File: src/rtl/l2_req_arbiter_pkg.sv
// l2_req_arbiter_pkg: shared widths, port indices and request record for the L2 request arbiter
package l2_req_arbiter_pkg;
  localparam int ADDR_WIDTH = 32;
  localparam int LINE_WIDTH = 256;
  localparam int MSHR_ID_BITS = 3;
  localparam int TAG_BITS = MSHR_ID_BITS + 1;
  localparam logic PORT_I = 1'b0;
  localparam logic PORT_D = 1'b1;
  typedef struct packed {
    logic [ADDR_WIDTH-1:0] addr;
    logic [LINE_WIDTH-1:0] data;
    logic rw;
    logic [MSHR_ID_BITS-1:0] id;
  } req_t;
endpackage

File: src/rtl/l2_req_arbiter_if.sv
// l2_req_arbiter_if: L1 request/response ports and the shared L2 port of the arbiter
interface l2_req_arbiter_if;
  import l2_req_arbiter_pkg::*;
  logic [1:0][ADDR_WIDTH-1:0] rq_addr_i;
  logic [1:0][LINE_WIDTH-1:0] rq_data_i;
  logic [1:0] rq_rw_i;
  logic [1:0] rq_valid_i;
  logic [1:0][MSHR_ID_BITS-1:0] rq_id_i;
  logic [1:0] rq_stall_o;
  logic [1:0][LINE_WIDTH-1:0] rs_data_o;
  logic [1:0][MSHR_ID_BITS-1:0] rs_id_o;
  logic [1:0] rs_valid_o;
  logic [ADDR_WIDTH-1:0] l2_addr_o;
  logic [LINE_WIDTH-1:0] l2_data_o;
  logic l2_rw_o;
  logic l2_valid_o;
  logic [TAG_BITS-1:0] l2_id_o;
  logic l2_stall_i;
  logic [LINE_WIDTH-1:0] l2_data_i;
  logic [TAG_BITS-1:0] l2_id_i;
  logic l2_ready_i;
  modport slave (
    input rq_addr_i, rq_data_i, rq_rw_i, rq_valid_i, rq_id_i, l2_stall_i, l2_data_i, l2_id_i, l2_ready_i,
    output rq_stall_o, rs_data_o, rs_id_o, rs_valid_o, l2_addr_o, l2_data_o, l2_rw_o, l2_valid_o, l2_id_o
  );
  modport master (
    output rq_addr_i, rq_data_i, rq_rw_i, rq_valid_i, rq_id_i, l2_stall_i, l2_data_i, l2_id_i, l2_ready_i,
    input rq_stall_o, rs_data_o, rs_id_o, rs_valid_o, l2_addr_o, l2_data_o, l2_rw_o, l2_valid_o, l2_id_o
  );
endinterface

File: src/rtl/l2_req_hold_slot.sv
// l2_req_hold_slot: one-entry request holding register with outstanding-read throttle
module l2_req_hold_slot
  import l2_req_arbiter_pkg::*;
#(
  parameter int MAX_OUTSTANDING = 4
) (
  input  logic clk,
  input  logic reset,
  input  logic valid_i,
  input  req_t req_i,
  input  logic grant_i,
  input  logic rsp_i,
  output logic stall_o,
  output logic hold_valid_o,
  output req_t hold_o
);
  logic hv_q, hv_d, cap, inc, dec;
  req_t hold_q, hold_d;
  logic [TAG_BITS-1:0] cnt_q, cnt_d;
  always_comb begin
    stall_o = hv_q | (cnt_q == TAG_BITS'(MAX_OUTSTANDING));
    cap = valid_i & ~stall_o;
    inc = cap & ~req_i.rw;
    dec = rsp_i & (cnt_q != '0);
    hv_d = cap | (hv_q & ~grant_i);
    hold_d = cap ? req_i : hold_q;
    cnt_d = cnt_q + TAG_BITS'(inc) - TAG_BITS'(dec);
  end
  always_ff @(posedge clk) begin
    if (reset) begin
      hv_q <= 1'b0;
      hold_q <= '0;
      cnt_q <= '0;
    end else begin
      hv_q <= hv_d;
      hold_q <= hold_d;
      cnt_q <= cnt_d;
    end
  end
  assign hold_valid_o = hv_q;
  assign hold_o = hold_q;
endmodule

File: src/rtl/l2_req_arbiter.sv
// l2_req_arbiter: round-robin sharing of the L2 request port between I-L1 and D-L1, with tagged response routing
module l2_req_arbiter
  import l2_req_arbiter_pkg::*;
#(
  parameter int MAX_OUTSTANDING = 4
) (
  input logic clk,
  input logic reset,
  l2_req_arbiter_if.slave bus
);
  req_t req0, req1, hold [2];
  logic [1:0] hv, elig, grant, rsp, stall;
  logic last_q, last_d, any_g, g, src;
  always_comb begin
    req0 = '{bus.rq_addr_i[0], bus.rq_data_i[0], bus.rq_rw_i[0], bus.rq_id_i[0]};
    req1 = '{bus.rq_addr_i[1], bus.rq_data_i[1], bus.rq_rw_i[1], bus.rq_id_i[1]};
    elig = hv & {2{~bus.l2_stall_i}};
    any_g = |elig;
    g = (&elig) ? ~last_q : elig[1];
    grant = any_g ? (g ? 2'b10 : 2'b01) : 2'b00;
    last_d = any_g ? g : last_q;
    src = bus.l2_id_i[TAG_BITS-1];
    rsp = bus.l2_ready_i ? (src ? 2'b10 : 2'b01) : 2'b00;
  end
  l2_req_hold_slot #(.MAX_OUTSTANDING(MAX_OUTSTANDING)) u_slot0 (
    .clk(clk), .reset(reset), .valid_i(bus.rq_valid_i[0]), .req_i(req0), .grant_i(grant[0]),
    .rsp_i(rsp[0]), .stall_o(stall[0]), .hold_valid_o(hv[0]), .hold_o(hold[0])
  );
  l2_req_hold_slot #(.MAX_OUTSTANDING(MAX_OUTSTANDING)) u_slot1 (
    .clk(clk), .reset(reset), .valid_i(bus.rq_valid_i[1]), .req_i(req1), .grant_i(grant[1]),
    .rsp_i(rsp[1]), .stall_o(stall[1]), .hold_valid_o(hv[1]), .hold_o(hold[1])
  );
  assign bus.rq_stall_o = stall;
  // last_q is the last granted port; it resets to PORT_D so port 0 wins the first tie
  always_ff @(posedge clk) begin
    if (reset) begin
      last_q <= PORT_D;
      bus.l2_valid_o <= 1'b0;
      bus.l2_rw_o <= 1'b0;
      bus.l2_addr_o <= '0;
      bus.l2_data_o <= '0;
      bus.l2_id_o <= '0;
      bus.rs_valid_o <= '0;
      bus.rs_data_o <= '0;
      bus.rs_id_o <= '0;
    end else begin
      last_q <= last_d;
      bus.l2_valid_o <= any_g;
      if (any_g) begin
        bus.l2_addr_o <= hold[g].addr;
        bus.l2_data_o <= hold[g].data;
        bus.l2_rw_o <= hold[g].rw;
        bus.l2_id_o <= {g, hold[g].id};
      end
      bus.rs_valid_o <= rsp;
      if (bus.l2_ready_i) begin
        bus.rs_data_o[src] <= bus.l2_data_i;
        bus.rs_id_o[src] <= bus.l2_id_i[MSHR_ID_BITS-1:0];
      end
    end
  end
endmodule

File: src/flat_wrapper.sv
// flat-port wrapper written by rule: the top's interface ports become plain ports
module l2_req_arbiter_flat import l2_req_arbiter_pkg::*;
#(
  parameter int MAX_OUTSTANDING = 4
)
  (clk, reset, bus_rq_addr_i, bus_rq_data_i, bus_rq_rw_i, bus_rq_valid_i, bus_rq_id_i, bus_l2_stall_i, bus_l2_data_i, bus_l2_id_i, bus_l2_ready_i, bus_rq_stall_o, bus_rs_data_o, bus_rs_id_o, bus_rs_valid_o, bus_l2_addr_o, bus_l2_data_o, bus_l2_rw_o, bus_l2_valid_o, bus_l2_id_o);
  l2_req_arbiter_if bus_i ();
  input logic clk;
  input logic reset;
  input wire logic [$bits(bus_i.rq_addr_i)-1:0] bus_rq_addr_i;
  input wire logic [$bits(bus_i.rq_data_i)-1:0] bus_rq_data_i;
  input wire logic [$bits(bus_i.rq_rw_i)-1:0] bus_rq_rw_i;
  input wire logic [$bits(bus_i.rq_valid_i)-1:0] bus_rq_valid_i;
  input wire logic [$bits(bus_i.rq_id_i)-1:0] bus_rq_id_i;
  input wire logic [$bits(bus_i.l2_stall_i)-1:0] bus_l2_stall_i;
  input wire logic [$bits(bus_i.l2_data_i)-1:0] bus_l2_data_i;
  input wire logic [$bits(bus_i.l2_id_i)-1:0] bus_l2_id_i;
  input wire logic [$bits(bus_i.l2_ready_i)-1:0] bus_l2_ready_i;
  output wire logic [$bits(bus_i.rq_stall_o)-1:0] bus_rq_stall_o;
  output wire logic [$bits(bus_i.rs_data_o)-1:0] bus_rs_data_o;
  output wire logic [$bits(bus_i.rs_id_o)-1:0] bus_rs_id_o;
  output wire logic [$bits(bus_i.rs_valid_o)-1:0] bus_rs_valid_o;
  output wire logic [$bits(bus_i.l2_addr_o)-1:0] bus_l2_addr_o;
  output wire logic [$bits(bus_i.l2_data_o)-1:0] bus_l2_data_o;
  output wire logic [$bits(bus_i.l2_rw_o)-1:0] bus_l2_rw_o;
  output wire logic [$bits(bus_i.l2_valid_o)-1:0] bus_l2_valid_o;
  output wire logic [$bits(bus_i.l2_id_o)-1:0] bus_l2_id_o;
  assign bus_i.rq_addr_i = bus_rq_addr_i;
  assign bus_i.rq_data_i = bus_rq_data_i;
  assign bus_i.rq_rw_i = bus_rq_rw_i;
  assign bus_i.rq_valid_i = bus_rq_valid_i;
  assign bus_i.rq_id_i = bus_rq_id_i;
  assign bus_i.l2_stall_i = bus_l2_stall_i;
  assign bus_i.l2_data_i = bus_l2_data_i;
  assign bus_i.l2_id_i = bus_l2_id_i;
  assign bus_i.l2_ready_i = bus_l2_ready_i;
  assign bus_rq_stall_o = bus_i.rq_stall_o;
  assign bus_rs_data_o = bus_i.rs_data_o;
  assign bus_rs_id_o = bus_i.rs_id_o;
  assign bus_rs_valid_o = bus_i.rs_valid_o;
  assign bus_l2_addr_o = bus_i.l2_addr_o;
  assign bus_l2_data_o = bus_i.l2_data_o;
  assign bus_l2_rw_o = bus_i.l2_rw_o;
  assign bus_l2_valid_o = bus_i.l2_valid_o;
  assign bus_l2_id_o = bus_i.l2_id_o;
  l2_req_arbiter #(.MAX_OUTSTANDING(MAX_OUTSTANDING)) u_core (.clk(clk), .reset(reset), .bus(bus_i));
endmodule
File: config.mk
export PLATFORM = sky130hd
export DESIGN_NAME = l2_req_arbiter_flat
export DESIGN_NICKNAME = d
export VERILOG_FILES = /design/src/rtl/l2_req_arbiter_pkg.sv /design/src/rtl/l2_req_arbiter_if.sv /design/src/rtl/l2_req_hold_slot.sv /design/src/rtl/l2_req_arbiter.sv /design/src/flat_wrapper.sv
export SDC_FILE = /design/constraint.sdc
export NUM_CORES = 2
export LEC_CHECK = 0
export BUFFER_PORTS_ARGS = -buffer_cell sky130_fd_sc_hd__buf_2
export CAP_MARGIN = 0
export CORE_AREA = 2 2 648 650
export DETAILED_ROUTE_END_ITERATION = 8
export DIE_AREA = 0 0 650 652
export SLEW_MARGIN = 0
export SYNTH_ARGS = -nofsm -noshare
export SYNTH_HDL_FRONTEND = slang
export SYNTH_SLANG_ARGS = --single-unit
File: constraint.sdc
create_clock -name clk -period 2.2 [get_ports clk]
set_input_delay 0.22 -clock clk [delete_from_list [all_inputs] [get_ports clk]]
set_output_delay 0.22 -clock clk [all_outputs]
set_load 0.03 [all_outputs]
; Word level (Yosys, flattened, before mapping)
; Index checks and enable logic that the tools add are counted.
[word_totals]
ram_bits = 0
word_cells = 73
input_bits = 850
mem_count = 0
rom_bits = 0
reg_bits = 1409
latchBits = 0
[op_classes]
shift = 0
eq_ne = 2
multipliers = 0
div_mod_pow = 0
order_cmp = 3
mux = 14
n_reduce_logical = 5
bitwise = 22
add_sub_neg = 4
[op_table]
columns = cell, n
row1 = $mux W292, 3
row2 = $bwmux W512, 1
row3 = $demux W256 S1, 1
row4 = $mux W256, 1
row5 = $add A4 B1 Y4, 2
row6 = $and A1 B1 Y1, 8
row7 = $eq A4 B3 Y1 const B, 2
row8 = $mux W2, 4
row9 = $not A1 Y1, 8
row10 = $reduce_bool A4 Y1, 2
row11 = $sub A4 B1 Y4, 2
row12 = $bwmux W6, 1
row13 = $or A1 B1 Y1, 4
row14 = $demux W3 S1, 1
row15 = $mux W3, 1
row16 = $and A2 B2 Y2, 1
row17 = $ge A2 B2 Y1 const B, 1
row18 = $lt A1 B2 Y1 const B, 1
row19 = $not A1 Y2, 1
row20 = $reduce_and A2 Y1, 1
row21 = $reduce_or A2 Y1, 1
row22 = $ge A1 B1 Y1 const B, 1
row23 = $logic_and A1 B1 Y1, 1
row24 = $mux W1, 1

; Depth between registers and ports, before layout
[logic_depth]
depth_word = 9
ltp_mapped = 11
depth_no_buf = 10

; Cells and area by module
; From an unflattened synthesis, not the netlist that was laid out.
[unflattened]
hier_cells = 6558
area_unflattened_um2 = 59090.4
[modules_own_cells]
columns = mod, n_inst, cells_per_inst, seq_area_each_um2, area_each_um2
row1 = l2_req_arbiter, 1, 3952, 16315.6, 32615.0
row2 = l2_req_hold_slot, 2, 1303, 5945.7, 13237.7

; Worst setup path before layout
; Ideal clock, no wire load.
[synth_timing]
kind = input port to flip-flop
from = input port bus_l2_id_i[3]
to = register u_core.u_slot0.cnt_q[2]
setup_ps = 117
n_path_buf = 2
t_arrival_ps = 1855
path_slack_ps = 228
cell_stages = 11
path_cell_list = nand2b_1 -> buf_2 -> clkbuf_1 -> a21oi_1 -> ha_1 -> inv_1 -> ha_1 -> inv_1 -> fa_1 -> xor2_1 -> nor2_1
[synth_via]
elab_chain_cells = 4
[synth_rtl]
columns = element, line_no
row1 = "start, declared", flat_wrapper.sv:17  ; input wire logic [$bits(bus_i.l2_id_i)-1:0] bus_l2_id_i;
row2 = $mux W2 (2 in series), l2_req_arbiter.sv:23  ; rsp = bus.l2_ready_i ? (src ? 2'b10 : 2'b01) : 2'b00;
row3 = $and A1 B1 Y1, l2_req_hold_slot.sv:24  ; dec = rsp_i & (cnt_q != '0);
row4 = $sub A4 B1 Y4, l2_req_hold_slot.sv:27  ; cnt_d = cnt_q + TAG_BITS'(inc) - TAG_BITS'(dec);
row5 = "end signal, assigned", l2_req_hold_slot.sv:37  ; cnt_q <= cnt_d;
row6 = "end, declared", l2_req_hold_slot.sv:19  ; logic [TAG_BITS-1:0] cnt_q, cnt_d;
; Every way passes these cells.
; A chain may end at the register's enable or synchronous reset.

; Final worst setup path
[layout_timing]
from = register u_core.u_slot0.cnt_q[3]
to = output port bus_rq_stall_o[0]
[layout_via]
elab_chain_cells = 2
[layout_rtl]
columns = element, line_no
row1 = $eq A4 B3 Y1, l2_req_hold_slot.sv:21  ; stall_o = hv_q | (cnt_q == TAG_BITS'(MAX_OUTSTANDING));
row2 = $or A1 B1 Y1, l2_req_hold_slot.sv:21
row3 = "end, declared", flat_wrapper.sv:19  ; output wire logic [$bits(bus_i.rq_stall_o)-1:0] bus_rq_stall_o;
; Every way passes these cells.

==> qor.yml <==
status:
  status: "complete, no violations"
pwr:
  netSwitchingFraction_pct: 30.2
  p_int_mw: 49.3
  pwr-share-seq_pct: 40.3
  powerDensity_nw_per_um2: 830
  p_leak_nw: 34.8
  p_sw_mw: 21.3
  clkPwrFrac_pct: 40.0
  ir_worst_vdd_v: 0.000624
  p_comb_share_pct: 19.7
global_routing:
  grt_usage_pct: 14.3
  grt_first_pass_wirelength_mm: 427
  grt_remaining_overflow: 0
  grt_max_degree: 171
  antenna_found_initial: 169
  grt_pass1_vias: 51300
synthesis:
  ys_warn_count: 0
  syn_area_per_cell_um2: 9.43
  syn_inst: 5892
  ys_seq_area_share_pct: 50.8
  netlist_area_um2: 55500
  synth_cell_types: 31
  syn_nets: 6756
  yosys_register_bits: 1409
floorplan:
  die_area_um2: 424000
  start_util_pct: 13.3
  io_pins: 1666
  placementRows: 237
  core-area_um2: 416000
  die_h_um: 652
  dieWidth_um: 650
placed_design:
  pre_cts_ws_ps: 137
  numPortBuffers: 1665
  dp_hpwl_mm: 252
  gp_congestion: 0.961
worst_setup_path:
  cp-start-kind: "flop"
  cp.required_ps: 1980
  crit_path_end_kind: "output pin"
  path_class: "flop to output pin"
  cp.arrival_ps: 1810
  reg2reg_setup_slack_ps: 200
  crit_chain: "inv_1 > ha_2 > a21o_4 > buf_12"
  slowest_delay_ps: 310
  cp.buffers_inverters: 2
  critical-path-top-delay-family: "flip-flops"
  path_max_fanout: 3
  crit_slowest_cell: "dfxtp_1"
route:
  dr_total_vias: 53900
  routed_wl_mm: 322
  viasPerCell: 3.87
  wl_per_cell_um: 23.0
  drc_errors: 0
  ant_nets: 0
  first_pass_iters: 8
  drt-initial-drc-count: 4987
job:
  maxCapViolations: 0
timing:
  fin_skew_ps: 105
  setup_viol: 0
  final_hold_viol_count: 0
  rsz0062_at_grt: "no"
  min_period_ps: 2030
  clock.fmax_mhz: 492
  timing.hold.ws_ps: 130
  fin_crit_sh_pct: 92.3
  relSlewSlack_pct: 12.2
  slew_violations: 0
  tightest_slew_ps: 1320
  setup_ws_ps: 169
final_layout:
  fin_nets: 9122
  drive_above_1_share_pct: 25.3
  fill_cells: 45600
  area_delta_synth_final_pct: 53.2
clocking:
  insertion_delay_ps: 900
  cts_made_buffers: 169
  cts_tree: "yes"
  htreeDepth: 4
  clkSlewWorstSetupHoldPaths_ps: 60
  cts_sinks: 1409
  cts-root-buf: "clkbuf_16"
  clockBufferDepth: 4
min_path:
  hp-class: "primary input to flop"
==> worst paths after layout <==
check                                 from  cells past startpoint                          to
hold / removal          bus_rq_data_i[133]                      4  u_core.u_slot0.hold_o[137]
setup / recovery   u_core.u_slot0.cnt_q[3]                      4           bus_rq_stall_o[0]
setup reg to reg   u_core.u_slot0.cnt_q[2]                     10     u_core.u_slot0.cnt_q[2]
hold reg to reg   u_core.bus.rs_data_o[90]                      2    u_core.bus.rs_data_o[90]
==> worst reg2reg max path, cell delays in order (launching register included) <==
cell and delay, ps:
dfxtp_2 330, inv_1 50, ha_1 200, a21oi_1 130, ha_1 250, inv_1 70, ha_1 170, inv_1 70
fa_1 400, xor2_1 150, nor2_1 60
==> cell usage in the layout (no fill, tap or decap), types with 2 or more instances in the layout <==
| master | count |
|---|---|
| buf_2 | 1662 |
| dfxtp_1 | 1408 |
| nand2b_1 | 1171 |
| nand2_1 | 1039 |
| dlygate4sd3_1 | 860 |
| mux2i_1 | 584 |
| a21oi_1 | 527 |
| nand3b_1 | 289 |
| o221ai_1 | 289 |
| clkbuf_16 | 171 |
| buf_4 | 93 |
| buf_12 | 78 |
| diode_2 | 76 |
| clkbuf_8 | 34 |
| clkbuf_1 | 33 |
| clkinv_2 | 30 |
| inv_1 | 19 |
| nor2_1 | 14 |
| ha_1 | 11 |
| inv_6 | 8 |
| clkinvlp_4 | 7 |
| a2111oi_0 | 6 |
| nor2b_1 | 5 |
| clkinv_16 | 5 |
| bufinv_16 | 5 |
| a211o_1 | 2 |
| nand3_1 | 2 |
| a31o_2 | 2 |
| o21ba_2 | 2 |
| fa_1 | 2 |
| inv_16 | 2 |
| clkinv_4 | 2 |
| buf_8 | 2 |
==> synth_stat cells <==
master,number,share of area [%]
dfxtp_1,1409,51
nand2b_1,1172,13
nand2_1,1041,7.0
mux2i_1,584,11
a21oi_1,528,4.8
nand3b_1,289,3.9
o221ai_1,289,4.6
clkbuf_1,263,1.8
buf_2,161,1.5
buf_4,54,0.73
inv_1,19,0.13
buf_1,16,0.11
nor2_1,15,0.10
ha_1,12,0.27
buf_6,8,0.16
a2111oi_0,6,0.095
nor2b_1,6,0.068
nand3_1,3,0.027
a211o_1,2,0.032
a31o_2,2,0.032
fa_1,2,0.072
o21ba_2,2,0.036
a211oi_4,1,0.036
a21o_1,1,0.014
and2_1,1,0.011
and3_1,1,0.011
o211ai_1,1,0.014
o21ai_0,1,0.0090
o21bai_1,1,0.014
xnor2_1,1,0.016
xor2_1,1,0.016
==> power groups by stage <==
stage               Clock [mW]  Combinational [mW]  Sequential [mW]
finish                    28.2                13.9             28.5
global route              29.9                14.7             28.7
CTS                       29.0                13.9             28.4
detailed placement           0                12.2             29.0
global placement             0                12.1             28.9
floorplan                    0                6.02             30.2
==> registers in the layout, indices dropped and copies added (netlist names), 2 cells and up <==
signal,flops
u_core.u_slot1.cnt_q,4
u_core.bus.l2_data_o,256
u_core.bus.l2_id_o,4
u_core.bus.rs_data_o,512
u_core.u_slot0.cnt_q,4
u_core.bus.l2_addr_o,32
u_core.u_slot0.hold_o,292
u_core.bus.rs_id_o,6
u_core.bus.rs_valid_o,2
u_core.u_slot1.hold_o,292
==> per-stage QoR <==
step           TNS, ps  cells  area [um2]  power, mW  utilization, %
6_report             0  14000       85100       70.6            20.4
5_1_grt              0  13900       85000       73.3            20.4
4_1_cts              0  13900       84800       71.3            20.4
3_5_place_dp         0  12700       70700       41.1            17.0
3_3_place_gp     -13.0  12700       70700       41.1            17.0
2_1_floorplan        0   5892       55500       36.2               -
==> repair_timing <==
item	4_1_cts	5_1_grt
buffers inserted	0	2
endpoints found under the hold margin	1131	0
gates resized for setup	10	3
pin swaps	1	2
cloned	0	1
hold buffers	860	0
endpoints found under the setup margin	2	3
==> final cells by class <==
type	instances	area [um2]	share of cell area [%]
diodes	76	190	0.224
well taps	5497	6880	8.08
repair buffers	2697	19300	22.6
flip-flops and latches	1409	28200	33.2
multi-input cells	3962	25000	29.4
inverters	19	71.3	0.0838
clock buffers	237	4850	5.70
clock inverters	60	642	0.754
==> cell families (layout without fill, tap and decap cells) <==
logic type | count (synthesis) | after routing | share of synthesized area, %
AOI/OAI and AO/OA | 834 | 834 | 9.59
DFF | 1409 | 1409 | 50.8
other | 0 | 76 | 0
buffers and inverters | 521 | 3013 | 4.36
muxes | 584 | 584 | 10.5
adders and majority gates | 14 | 14 | 0.342
and+or+nand+nor | 2528 | 2528 | 24.4
xor gates and xnor gates | 2 | 2 | 0.0315
==> routing by layer <==
layer  vias to the layer above  track usage, %  routed length, um
met5                         -           0.238                547
li1                      24700               -                  -
met4                        66            9.44              25000
met2                      2673            23.0             146000
met1                     25700            16.1             120000
met3                       821            4.83              29900
Power figures use the tool's default switching activity.
